===== config.mk =====
export PLATFORM = sky130hd
export DESIGN_NAME = jtag_rpc_out_reg
export DESIGN_NICKNAME = d
export VERILOG_FILES = /design/src/rtl/jtag_rpc_out_reg.sv
export SDC_FILE = /design/constraint.sdc
export NUM_CORES = 1
export LEC_CHECK = 0
export ABC_CLOCK_PERIOD_IN_PS = 2500
export BUFFER_PORTS_ARGS = -buffer_cell sky130_fd_sc_hd__buf_2
export CAP_MARGIN = 30
export CORE_MARGIN = 3
export CORE_UTILIZATION = 34
export DETAILED_ROUTE_END_ITERATION = 16
export GPL_TIMING_DRIVEN = 0
export SYNTH_ARGS = -nofsm -noshare
export SYNTH_HDL_FRONTEND = slang
export SYNTH_SLANG_ARGS = --single-unit

===== constraint.sdc =====
create_clock -name clk -period 2.5 [get_ports clk]
set_input_delay 0.25 -clock clk [delete_from_list [all_inputs] [get_ports clk]]
set_output_delay 0.25 -clock clk [all_outputs]
set_load 0.02 [all_outputs]

===== src/rtl/jtag_rpc_out_reg.sv =====
// Host-to-core JTAG RPC data register: shifts a word in on tdi, commits it on Update-DR
// into a valid/ready slot, and reports delivery/overrun/length status through Capture-DR.
module jtag_rpc_out_reg #(
  parameter int              BITS        = 16,
  parameter logic [BITS-1:0] RESET_VALUE = '0
) (
  input  logic            clk,
  input  logic            reset,
  input  logic            select,
  input  logic            capture_dr,
  input  logic            shift_dr,
  input  logic            update_dr,
  input  logic            tdi,
  output logic            tdo,
  output logic [BITS-1:0] data_out,
  output logic            data_valid,
  input  logic            data_ready,
  output logic            overrun,
  output logic            len_err
);

  localparam int CNT_W = $clog2(BITS + 2);
  localparam logic [CNT_W-1:0] CNT_FULL = CNT_W'(BITS);
  localparam logic [CNT_W-1:0] CNT_SAT  = CNT_W'(BITS + 1);

  logic [BITS-1:0]  buffer;
  logic [CNT_W-1:0] cnt;

  logic do_capture;
  logic do_shift;
  logic do_update;
  logic commit;
  logic slot_free;
  logic load;
  logic drop;
  logic len_set;
  logic consume;

  function automatic logic [CNT_W-1:0] sat_inc(input logic [CNT_W-1:0] c);
    return (c >= CNT_SAT) ? CNT_SAT : c + CNT_W'(1);
  endfunction

  function automatic logic [BITS-1:0] status_word(input logic le, input logic ov, input logic dv);
    logic [BITS-1:0] w;
    w    = '0;
    w[0] = dv;
    w[1] = ov;
    w[2] = le;
    return w;
  endfunction

  // Update acts on the pre-edge buffer/cnt, independently of capture/shift
  assign do_capture = select & capture_dr;
  assign do_shift   = select & shift_dr & ~capture_dr;
  assign do_update  = select & update_dr;
  assign commit     = do_update & (cnt == CNT_FULL);
  assign len_set    = do_update & (cnt != CNT_FULL);
  assign slot_free  = ~data_valid | data_ready;
  assign load       = commit & slot_free;
  assign drop       = commit & ~slot_free;
  assign consume    = data_valid & data_ready;

  assign tdo = buffer[0];

  always_ff @(posedge clk or posedge reset) begin
    if (reset) begin
      buffer <= '0;
      cnt    <= '0;
    end else if (do_capture) begin
      buffer <= status_word(len_err, overrun, data_valid);
      cnt    <= '0;
    end else if (do_shift) begin
      buffer <= {tdi, buffer[BITS-1:1]};
      cnt    <= sat_inc(cnt);
    end
  end

  always_ff @(posedge clk or posedge reset) begin
    if (reset) begin
      data_out   <= RESET_VALUE;
      data_valid <= 1'b0;
    end else if (load) begin
      data_out   <= buffer;
      data_valid <= 1'b1;
    end else if (consume) begin
      data_valid <= 1'b0;
    end
  end

  // Sticky flags: a set event in the capture cycle beats the read-to-clear
  always_ff @(posedge clk or posedge reset) begin
    if (reset) begin
      overrun <= 1'b0;
      len_err <= 1'b0;
    end else begin
      if (drop)            overrun <= 1'b1;
      else if (do_capture) overrun <= 1'b0;
      if (len_set)         len_err <= 1'b1;
      else if (do_capture) len_err <= 1'b0;
    end
  end

endmodule

==> impl_metrics.csv, run 1 <==
group,metric,value,unit
critical_path,critPathLaunchType,"flop",
timing,finalSetupViolCount,0,
synthesis,synth_warnings,0,
route,vias,1085,
flow_run,max_cap_violations,0,
route,wl,3090,um
synthesis,synth.area.top_cells,"dfrtp_1, mux2_2, a22o_1",
critical_path,critPathCapture,"data_out[6]",
die,coreArea,4530,sq um
power_and_ir_drop,p_sw_frac,0.224,
cts,htree_levels,2,
cells_and_area,drive_above_1_share,0.374,
cts,clk_pin_slew,0.08,ns
worst_hold_path,hold_path.class,"in2async",
route,drtAntennaViolNets,0,
synthesis,postSynthCellCount,121,
synthesis,ys_async_sr_fraction,1.00,
synthesis,syn-num-nets,132,
synthesis,avgSynthCellArea,13.8,sq um
die,die_width,76.0,um
die,die_height,76.0,um
global_routing,grt_max_degree,41,
cells_and_area,syn2layout_area_growth,20.0,%
global_routing,grt.met1_usage,0.146,
critical_path,cp_max_fo,10,
synthesis,syn_area,1660,sq um
synthesis,synthAdderAreaFrac,0.0226,
synthesis,ys_seq_elements,40,
route,vias_per_cell,4.93,
critical_path,crit_chain,"inv_1 > ha_1 > nand4bb_4 > nor3_4 > buf_8 > mux2_2",
critical_path,required,2.68,ns
power_and_ir_drop,p_sw,0.294,mW
synthesis,synth.distinct_cells,26,
placement,hpwl,2150,um
timing,tightest_slew,0.819,ns
placement,gp_congestion,0.818,
cts,cts_sinks,40,
global_routing,met2_usage,0.191,
critical_path,r2r_slack,0.55,ns
cts,hold_buffers,0,
critical_path,reg2regPathDepth,6,
route,avgRoutedWirePerCell,14.0,um
synthesis,synthSimpleGateAreaFrac,0.0827,
cells_and_area,layoutNonFillerInstCount,220,
route,dr.pass1.iters,5,
timing,rsz0062_at_grt,"no",
route,remaining_drc_errors,0,
timing,hold_violations,0,
critical_path,r2r_end,"data_out[6]",
cells_and_area,finish.utilization,0.440,
cts,cts_buffers,5,
die,io_pins,28,
timing,fmax,0.512,GHz
synthesis,synthTopCellsByCount,"dfrtp_1, a22o_1, mux2_2",
synthesis,synth_top_family_by_area,"compound AO/OA/AOI/OAI gates",
cts,post_cts_resized,0,
cts,clkLatencyLatePin,0.29,ns
die,row_count,24,
power_and_ir_drop,ir_drop,0.290,mV
global_routing,grt-busiest-layer,"met2",
timing,post-route-min-period,1.95,ns
timing,tns,0,ns
synthesis,synth_area_leader_cell,"dfrtp_1",
critical_path,crit_start,"cnt[0]",
cts,cts_tree,"yes",
synthesis,synth-seq-area-share,0.602,
power_and_ir_drop,seqPwrFrac,0.515,
critical_path,crit_slowest_cell,"dfrtp_1",
timing,final.period_utilization,0.782,
power_and_ir_drop,p_total,1.31,mW
critical_path,worst_ep_arrival_time,2.13,ns
power_and_ir_drop,p_comb_frac,0.065,
placement,port_buffers,26,
route,drtIter0Drc,64,
critical_path,cp-end-kind,"flop",
synthesis,synthFlopType,"dfrtp_1",
timing,whs,0.113,ns
synthesis,synth_edf_count,0,
cells_and_area,nets,165,
global_routing,antenna_found_initial,0,
power_and_ir_drop,p_per_area,658,nW/um^2
global_routing,grt_pass1_wl,5540,um
power_and_ir_drop,intPower,1.02,mW
cells_and_area,antennaDiodeCount,0,
cts,postCtsSetupBuffers,0,
cells_and_area,ff_latch_area,1000,sq um
timing,slew_viol_final,0,
cts,root_buffer,"clkbuf_8",
synthesis,synth_compound_area_frac,0.147,
global_routing,grt_pass1_vias,1170,
placement,placedCellCount,212,
die,initial_utilization,0.367,
timing,slew_headroom,0.453,
die,die-area,5770,sq um
synthesis,yosys.area.top_type_share,0.602,
critical_path,crit_type,"reg2reg",
cells_and_area,multi_input_comb_area,608,sq um
run_status,status,"finished clean",
synthesis,yosysMostFrequentCell,"dfrtp_1",
global_routing,use_met3,0.0367,
cells_and_area,nFillCells,419,
cts,clockBufferDepth,2,
timing,skew,0.00687,ns
power_and_ir_drop,clkPwrFrac,0.420,
critical_path,cpPeakStageDelay,0.45,ns
global_routing,gr-usage-all-layers,0.118,
power_and_ir_drop,p_leak,1.02,nW
synthesis,synth_xor_area_frac,0.00526,
global_routing,grt_overflow_total,0,
critical_path,r2r-start,"cnt[0]",
synthesis,muxShareOfSynthArea,0.108,
sequential cells by signal, indices dropped and copies added, names as in the netlist:
register,count
data_valid,1
len_err,1
buffer,16
cnt,5
data_out,16
overrun,1
power by group through the flow:
stage	registers [mW]	clock network (mW)	logic [mW]
3_3_place_gp	0.689	0	0.0830
2_1_floorplan	0.688	0	0.0596
3_5_place_dp	0.689	0	0.0874
4_1_cts	0.676	0.567	0.0881
6_report	0.677	0.551	0.0857
5_1_grt	0.679	0.594	0.0981
worst min-delay path by stage:
stage               start         end  slack [ns]  cells after the start
global placement      tdi  buffer[15]        0.48                      2
detailed placement  reset  buffer[15]        0.46                      2
floorplan             tdi  buffer[15]        0.39                      1
CTS                 reset  buffer[15]        0.14                      2
finish              reset  buffer[15]        0.11                      2
global route        reset  buffer[15]        0.18                      2
cell usage in the layout, fill, tap and decap left out:
cell type and n:
dfrtp_1 40, buf_2 28, a22o_1 20, mux2_2 16, nand2_1 6, clkbuf_8 6
o21ai_0 5, clkbuf_1 4, inv_1 3, nor2_1 3, ha_1 3, nor2b_1 2
a31oi_1 2, nand4bb_4 1, nor3_4 1, buf_8 1, and3b_1 1, nor4b_1 1
and4bb_2 1, o21a_1 1, nand2b_1 1, o2bb2ai_1 1, nand3_1 1, xor2_1 1
inv_2 1, a32o_1 1, or2_2 1, a21oi_1 1, clkinv_4 1, bufinv_16 1
layer usage:
metal,vias up,wire (um)
met5,-,0
met4,0,57
met3,5,136
met2,23,1460
met1,550,1440
li1,507,-
cell type report:
type,instances,area share
Sequential cell,40,0.501
Multi-Input combinational cell,70,0.305
Timing Repair Buffer,26,0.0652
Clock buffer,6,0.0414
Tap cell,65,0.0407
Buffer,7,0.0201
Clock inverter,2,0.0194
Inverter,4,0.00752
critical path, delay by kind of cell (launching register included):
kind,cells,cell delay [ns]
muxes,1,0.33
buffers and inverters,2,0.29
and+or+nand+nor,2,0.57
adders and majority gates,1,0.20
DFF,1,0.45
cells by family after synthesis:
family / after synthesis
flip-flops: 40
AO/OA/AOI/OAI: 31
AND/OR/NAND/NOR: 19
multiplexers: 16
buffers and inverters: 11
adder cells (fa/ha/maj): 3
XOR/XNOR: 1
metrics by stage:
| step | setup WS [ns] | instance area [sq um] |
|---|---|---|
| after CTS | 0.516 | 2000 |
| after detailed placement | 0.526 | 1880 |
| after global routing | 0.442 | 2000 |
| after floorplan | 0.749 | 1660 |
| after global placement | 0.543 | 1880 |
| final | 0.546 | 2000 |
Note: power is estimated with default switching activity, not from simulation.
==> inputs of run 2 (changes only) <==
Settings changed: ABC_CLOCK_PERIOD_IN_PS 2500 to 1600.
Clock period 2.5 ns to 1.6 ns, I/O delays scaled along.
==> run 2 against run 1 <==
Clock skew shrank 0.0045 ns. Maximum frequency grew 18%. Flip-flop and latch count is the same. Largest cell class unchanged. Register-to-register slack lost 0.60 ns. Cell area grew 5.5%. The run now ends with setup timing left.
==> impl_metrics.csv, run 2 (synthesis gave the netlist of run 1 again) <==
group,metric,value,unit
run_status,status,"finished with violations",
run_status,violations,"setup timing",
cts,hold_buffers,0,
timing,post-route-min-period,1.65,ns
timing,slew_headroom,0.451,
die,initial_utilization,0.367,
route,dr.pass1.iters,4,
cells_and_area,layout_common_cells,"dfrtp_1, buf_2, a22o_1",
placement,gp_congestion,0.817,
cells_and_area,top_regs,"buffer x16, data_out x16, cnt x5",
timing,fmax,0.604,GHz
cts,clkLatencyLatePin,0.29,ns
cts,clk_pin_slew,0.08,ns
critical_path,critPathLaunchType,"flop",
critical_path,worst_ep_arrival_time,1.84,ns
cells_and_area,layout_commonest_cell,"dfrtp_1",
cells_and_area,ff_latch_area,1000,sq um
critical_path,crit_type,"reg2reg",
timing,rsz0062_at_grt,"yes",
route,remaining_drc_errors,0,
critical_path,r2r_end,"data_out[15]",
global_routing,grt_overflow_total,0,
timing,tightest_slew,0.822,ns
cells_and_area,finish.utilization,0.465,
cells_and_area,nets,173,
power_and_ir_drop,p_leak,1.06,nW
die,coreArea,4530,sq um
cells_and_area,multi_input_comb_area,647,sq um
placement,port_buffers,26,
die,die_height,76.0,um
cts,cts_tree,"yes",
timing,slew_viol_final,0,
cells_and_area,design_area,2110,sq um
critical_path,r2r-start,"cnt[1]",
cells_and_area,antennaDiodeCount,0,
timing,setup_slack,-0.0543,ns
placement,pre_cts_ws,-0.373,ns
worst_hold_path,hold_path.class,"in2async",
timing,skew,0.00242,ns
cells_and_area,drive_above_1_share,0.423,
critical_path,r2r_slack,-0.05,ns
timing,final.period_utilization,1.03,
timing,finalSetupViolCount,16,
die,row_count,24,
global_routing,grt_pass1_vias,1188,
cells_and_area,syn2layout_area_growth,26.6,%
placement,hpwl,2240,um
timing,hold_violations,0,
global_routing,grt_pass1_wl,5770,um
cells_and_area,nFillCells,423,
cts,cts_buffers,5,
die,io_pins,28,
route,drtIter0Drc,61,
cts,clockBufferDepth,2,
cts,htree_levels,2,
die,die-area,5770,sq um
route,vias,1117,
timing,whs,0.0251,ns
route,vias_per_cell,4.90,
cts,cts_sinks,40,
global_routing,antenna_found_initial,0,
route,drtAntennaViolNets,0,
critical_path,required,1.78,ns
critical_path,cp-end-kind,"flop",
global_routing,grt_max_degree,41,
critical_path,cp_max_fo,3,
power_and_ir_drop,p_per_area,1000,nW/um^2
critical_path,reg2regPathDepth,7,
route,avgRoutedWirePerCell,14.4,um
power_and_ir_drop,ir_drop,0.475,mV
placement,placed_area,1880,sq um
cts,root_buffer,"clkbuf_8",
route,wl,3290,um
global_routing,gr-usage-all-layers,0.122,
flow_run,max_cap_violations,0,
die,die_width,76.0,um
run 2: cell type report:
class | instances | area share
Buffer | 6 | 0.0119
Clock buffer | 6 | 0.0392
Multi-Input combinational cell | 70 | 0.307
Inverter | 4 | 0.00713
Timing Repair Buffer | 35 | 0.103
Tap cell | 65 | 0.0386
Clock inverter | 2 | 0.0184
Sequential cell | 40 | 0.475
run 2: through the flow:
step | setup TNS [ns] | power [mW] | std cells
4_1_cts | -0.841 | 2.13 | 227
3_5_place_dp | -4.97 | 1.22 | 212
5_1_grt | -1.89 | 2.20 | 228
6_report | -0.631 | 2.11 | 228
3_3_place_gp | -4.62 | 1.21 | 212
2_1_floorplan | -1.65 | 1.17 | 121
run 2: report_power, final:
part / switching (mW) / leakage, nW / internal (mW)
Combinational: 0.103 / 0.451 / 0.0806
Clock: 0.363 / 0.0614 / 0.510
Sequential: 0.0199 / 0.552 / 1.03
Total: 0.487 / 1.06 / 1.62
run 2: worst max path at each step:
stage | from | to | slack (ns)
3_5_place_dp | cnt[0] | data_out[6] | -0.37
4_1_cts | cnt[1] | data_out[15] | -0.07
3_3_place_gp | cnt[0] | data_out[7] | -0.35
5_1_grt | cnt[1] | data_out[14] | -0.13
2_1_floorplan | cnt[0] | data_out[10] | -0.15
6_report | cnt[1] | data_out[15] | -0.05
run 2: timing repair:
item                                    CTS  global route
resized for setup                        14             1
endpoints found under the setup margin   16            16
endpoints found under the hold margin     0             0
setup buffers                             8             1
pin swaps                                 2             1
run 2: routing by layer:
| metal | global-route usage | vias to the layer above | wire length (um) |
|---|---|---|---|
| met5 | 0 | - | 0 |
| met4 | 0.0380 | 0 | 37 |
| met3 | 0.0403 | 4 | 152 |
| met2 | 0.199 | 28 | 1580 |
| met1 | 0.155 | 564 | 1520 |
| li1 | - | 521 | - |
run 2: worst max-delay path, stage by stage (launching register included):
cell       delay (ns)
dfrtp_1          0.39
inv_2            0.09
ha_4             0.15
nand4bb_4        0.14
nor3_4           0.23
buf_6            0.15
buf_6            0.11
mux2_4           0.29
==> inputs of run 3 (changes only) <==
Settings changed: CORE_UTILIZATION 34 to 49, PLACE_DENSITY set to 0.74.
==> run 3 against run 2 <==
The flow still finishes with violations (setup timing). Sequential share of layout area grew 0.54 points. Sequential power is essentially flat. Via count barely moved. Critical endpoint unchanged. Largest power group unchanged. Critical path type unchanged. Total power fell by 6.0%.
==> impl_metrics.csv, run 3 (synthesis gave the netlist of run 1 again) <==
group,metric,value,unit
route,topRoutingLayerUsed,"met4",
critical_path,crit_type,"reg2reg",
cells_and_area,layout_commonest_cell,"dfrtp_1",
timing,slew_headroom,0.461,
cells_and_area,nFillCells,254,
die,initial_utilization,0.528,
die,die_height,64.3,um
timing,setup_slack,-0.0747,ns
route,vias,1118,
global_routing,gr-usage-all-layers,0.184,
route,dr.pass1.iters,4,
cts,cts_tree,"yes",
critical_path,worst_ep_arrival_time,1.92,ns
critical_path,crit_slowest_cell,"dfrtp_1",
route,drtAntennaViolNets,0,
cts,clkLatencyLatePin,0.36,ns
cells_and_area,nets,173,
timing,hold_violations,0,
critical_path,cp-end-kind,"flop",
power_and_ir_drop,p_per_area,952,nW/um^2
global_routing,grt_pass1_wl,5840,um
timing,rsz0062_at_grt,"yes",
cts,cts_sinks,40,
critical_path,critPathCapture,"data_out[15]",
cells_and_area,antennaDiodeCount,0,
cells_and_area,multi_input_comb_area,681,sq um
flow_run,max_cap_violations,0,
critical_path,r2r-start,"cnt[0]",
timing,skew,0.0127,ns
critical_path,cpPeakStageDelay,0.42,ns
placement,hpwl,2040,um
critical_path,r2r_end,"data_out[15]",
timing,slew_viol_final,0,
timing,final.period_utilization,1.05,
route,remaining_drc_errors,0,
run_status,status,"finished with violations",
route,met2_length,1610,um
placement,pre_cts_ws,-0.372,ns
global_routing,grt_max_degree,41,
route,avgRoutedWirePerCell,15.9,um
cells_and_area,top_regs,"buffer x16, data_out x16, cnt x5",
timing,tightest_slew,0.808,ns
critical_path,reg2regPathDepth,6,
global_routing,grt_pass1_vias,1157,
cts,clk_pin_slew,0.12,ns
cells_and_area,ff_latch_area,1000,sq um
timing,whs,0.0364,ns
critical_path,crit_start,"cnt[0]",
placement,gp_congestion,0.733,
cells_and_area,layoutNonFillerInstCount,207,
die,die_width,64.3,um
placement,port_buffers,26,
route,wl_met1,1530,um
die,die-area,4130,sq um
critical_path,required,1.84,ns
timing,post-route-min-period,1.67,ns
timing,finalSetupViolCount,16,
worst_hold_path,hold_path.class,"in2reg",
placement,placedCellCount,191,
die,coreArea,3150,sq um
power_and_ir_drop,p_leak,1.06,nW
timing,tns,-0.981,ns
cells_and_area,layout_common_cells,"dfrtp_1, buf_2, a22o_1",
timing,fmax,0.597,GHz
cts,root_buffer,"clkbuf_4",
cts,clockBufferDepth,2,
cells_and_area,drive_above_1_share,0.417,
route,wl,3280,um
route,vias_per_cell,5.40,
route,met3_length,101,um
critical_path,cp_max_fo,6,
cells_and_area,syn2layout_area_growth,25.2,%
power_and_ir_drop,ir_drop,0.556,mV
cts,cts_buffers,5,
critical_path,r2r_slack,-0.07,ns
critical_path,crit_chain,"inv_2 > ha_4 > nand4bb_4 > nor3_4 > buf_6 > mux2_4",
die,row_count,20,
run_status,violations,"setup timing",
die,io_pins,28,
cts,htree_levels,2,
global_routing,antenna_found_initial,0,
critical_path,critPathLaunchType,"flop",
route,drtIter0Drc,48,
cells_and_area,finish.utilization,0.661,
global_routing,grt_overflow_total,0,
worst_hold_path,min_from,"tdi",
==> run 3: power breakdown <==
group	internal (mW)	switching [mW]	total, mW	leakage (nW)
Combinational	0.0773	0.101	0.178	0.457
Sequential	1.03	0.0210	1.05	0.552
Clock	0.415	0.336	0.751	0.0515
Total	1.53	0.458	1.98	1.06
==> run 3: worst max-delay path, delay by kind of cell (launching register included) <==
kind,cells,cell delay [ns]
adders and majority gates,1,0.14
muxes,1,0.30
and+or+nand+nor,2,0.41
buffers and inverters,2,0.28
DFF,1,0.42
==> run 3: how the worst min path moves through the flow <==
stage                               to  slack, ns  depth (start not counted)
after global placement      buffer[15]       0.39                          2
after floorplan             buffer[15]       0.30                          1
after detailed placement  data_out[14]       0.37                          2
after global routing        buffer[15]       0.03                          2
after CTS                   buffer[15]       0.03                          2
final                       buffer[15]       0.04                          2
==> run 3: layout make-up <==
type	instances	share of cell area
Sequential cell	40	0.480
Multi-Input combinational cell	70	0.327
Timing Repair Buffer	35	0.102
Clock buffer	7	0.0312
Tap cell	44	0.0264
Clock inverter	1	0.0144
Buffer	6	0.0120
Inverter	4	0.00721
==> run 3: repair_timing <==
action / 4_1_cts / 5_1_grt
pin swaps: 2 / 2
buffers inserted: 7 / 1
setup endpoints to repair: 16 / 16
gates cloned: 1 / 0
gates resized for setup: 22 / 1
hold endpoints to repair: 40 / 0
hold buffers: 1 / 0
==> run 3: per-layer routing <==
metal / up-vias / global-route usage
met5: - / 0
met2: 19 / 0.294
li1: 526 / -
met1: 568 / 0.244
met4: 0 / 0.0554
met3: 5 / 0.0527
==> run 3: stage by stage <==
| step | total power [mW] | area [sq um] |
|---|---|---|
| after global routing | 2.08 | 2080 |
| after floorplan | 1.17 | 1670 |
| final | 1.98 | 2080 |
| after CTS | 1.99 | 2110 |
| after global placement | 1.21 | 1850 |
| after detailed placement | 1.21 | 1850 |
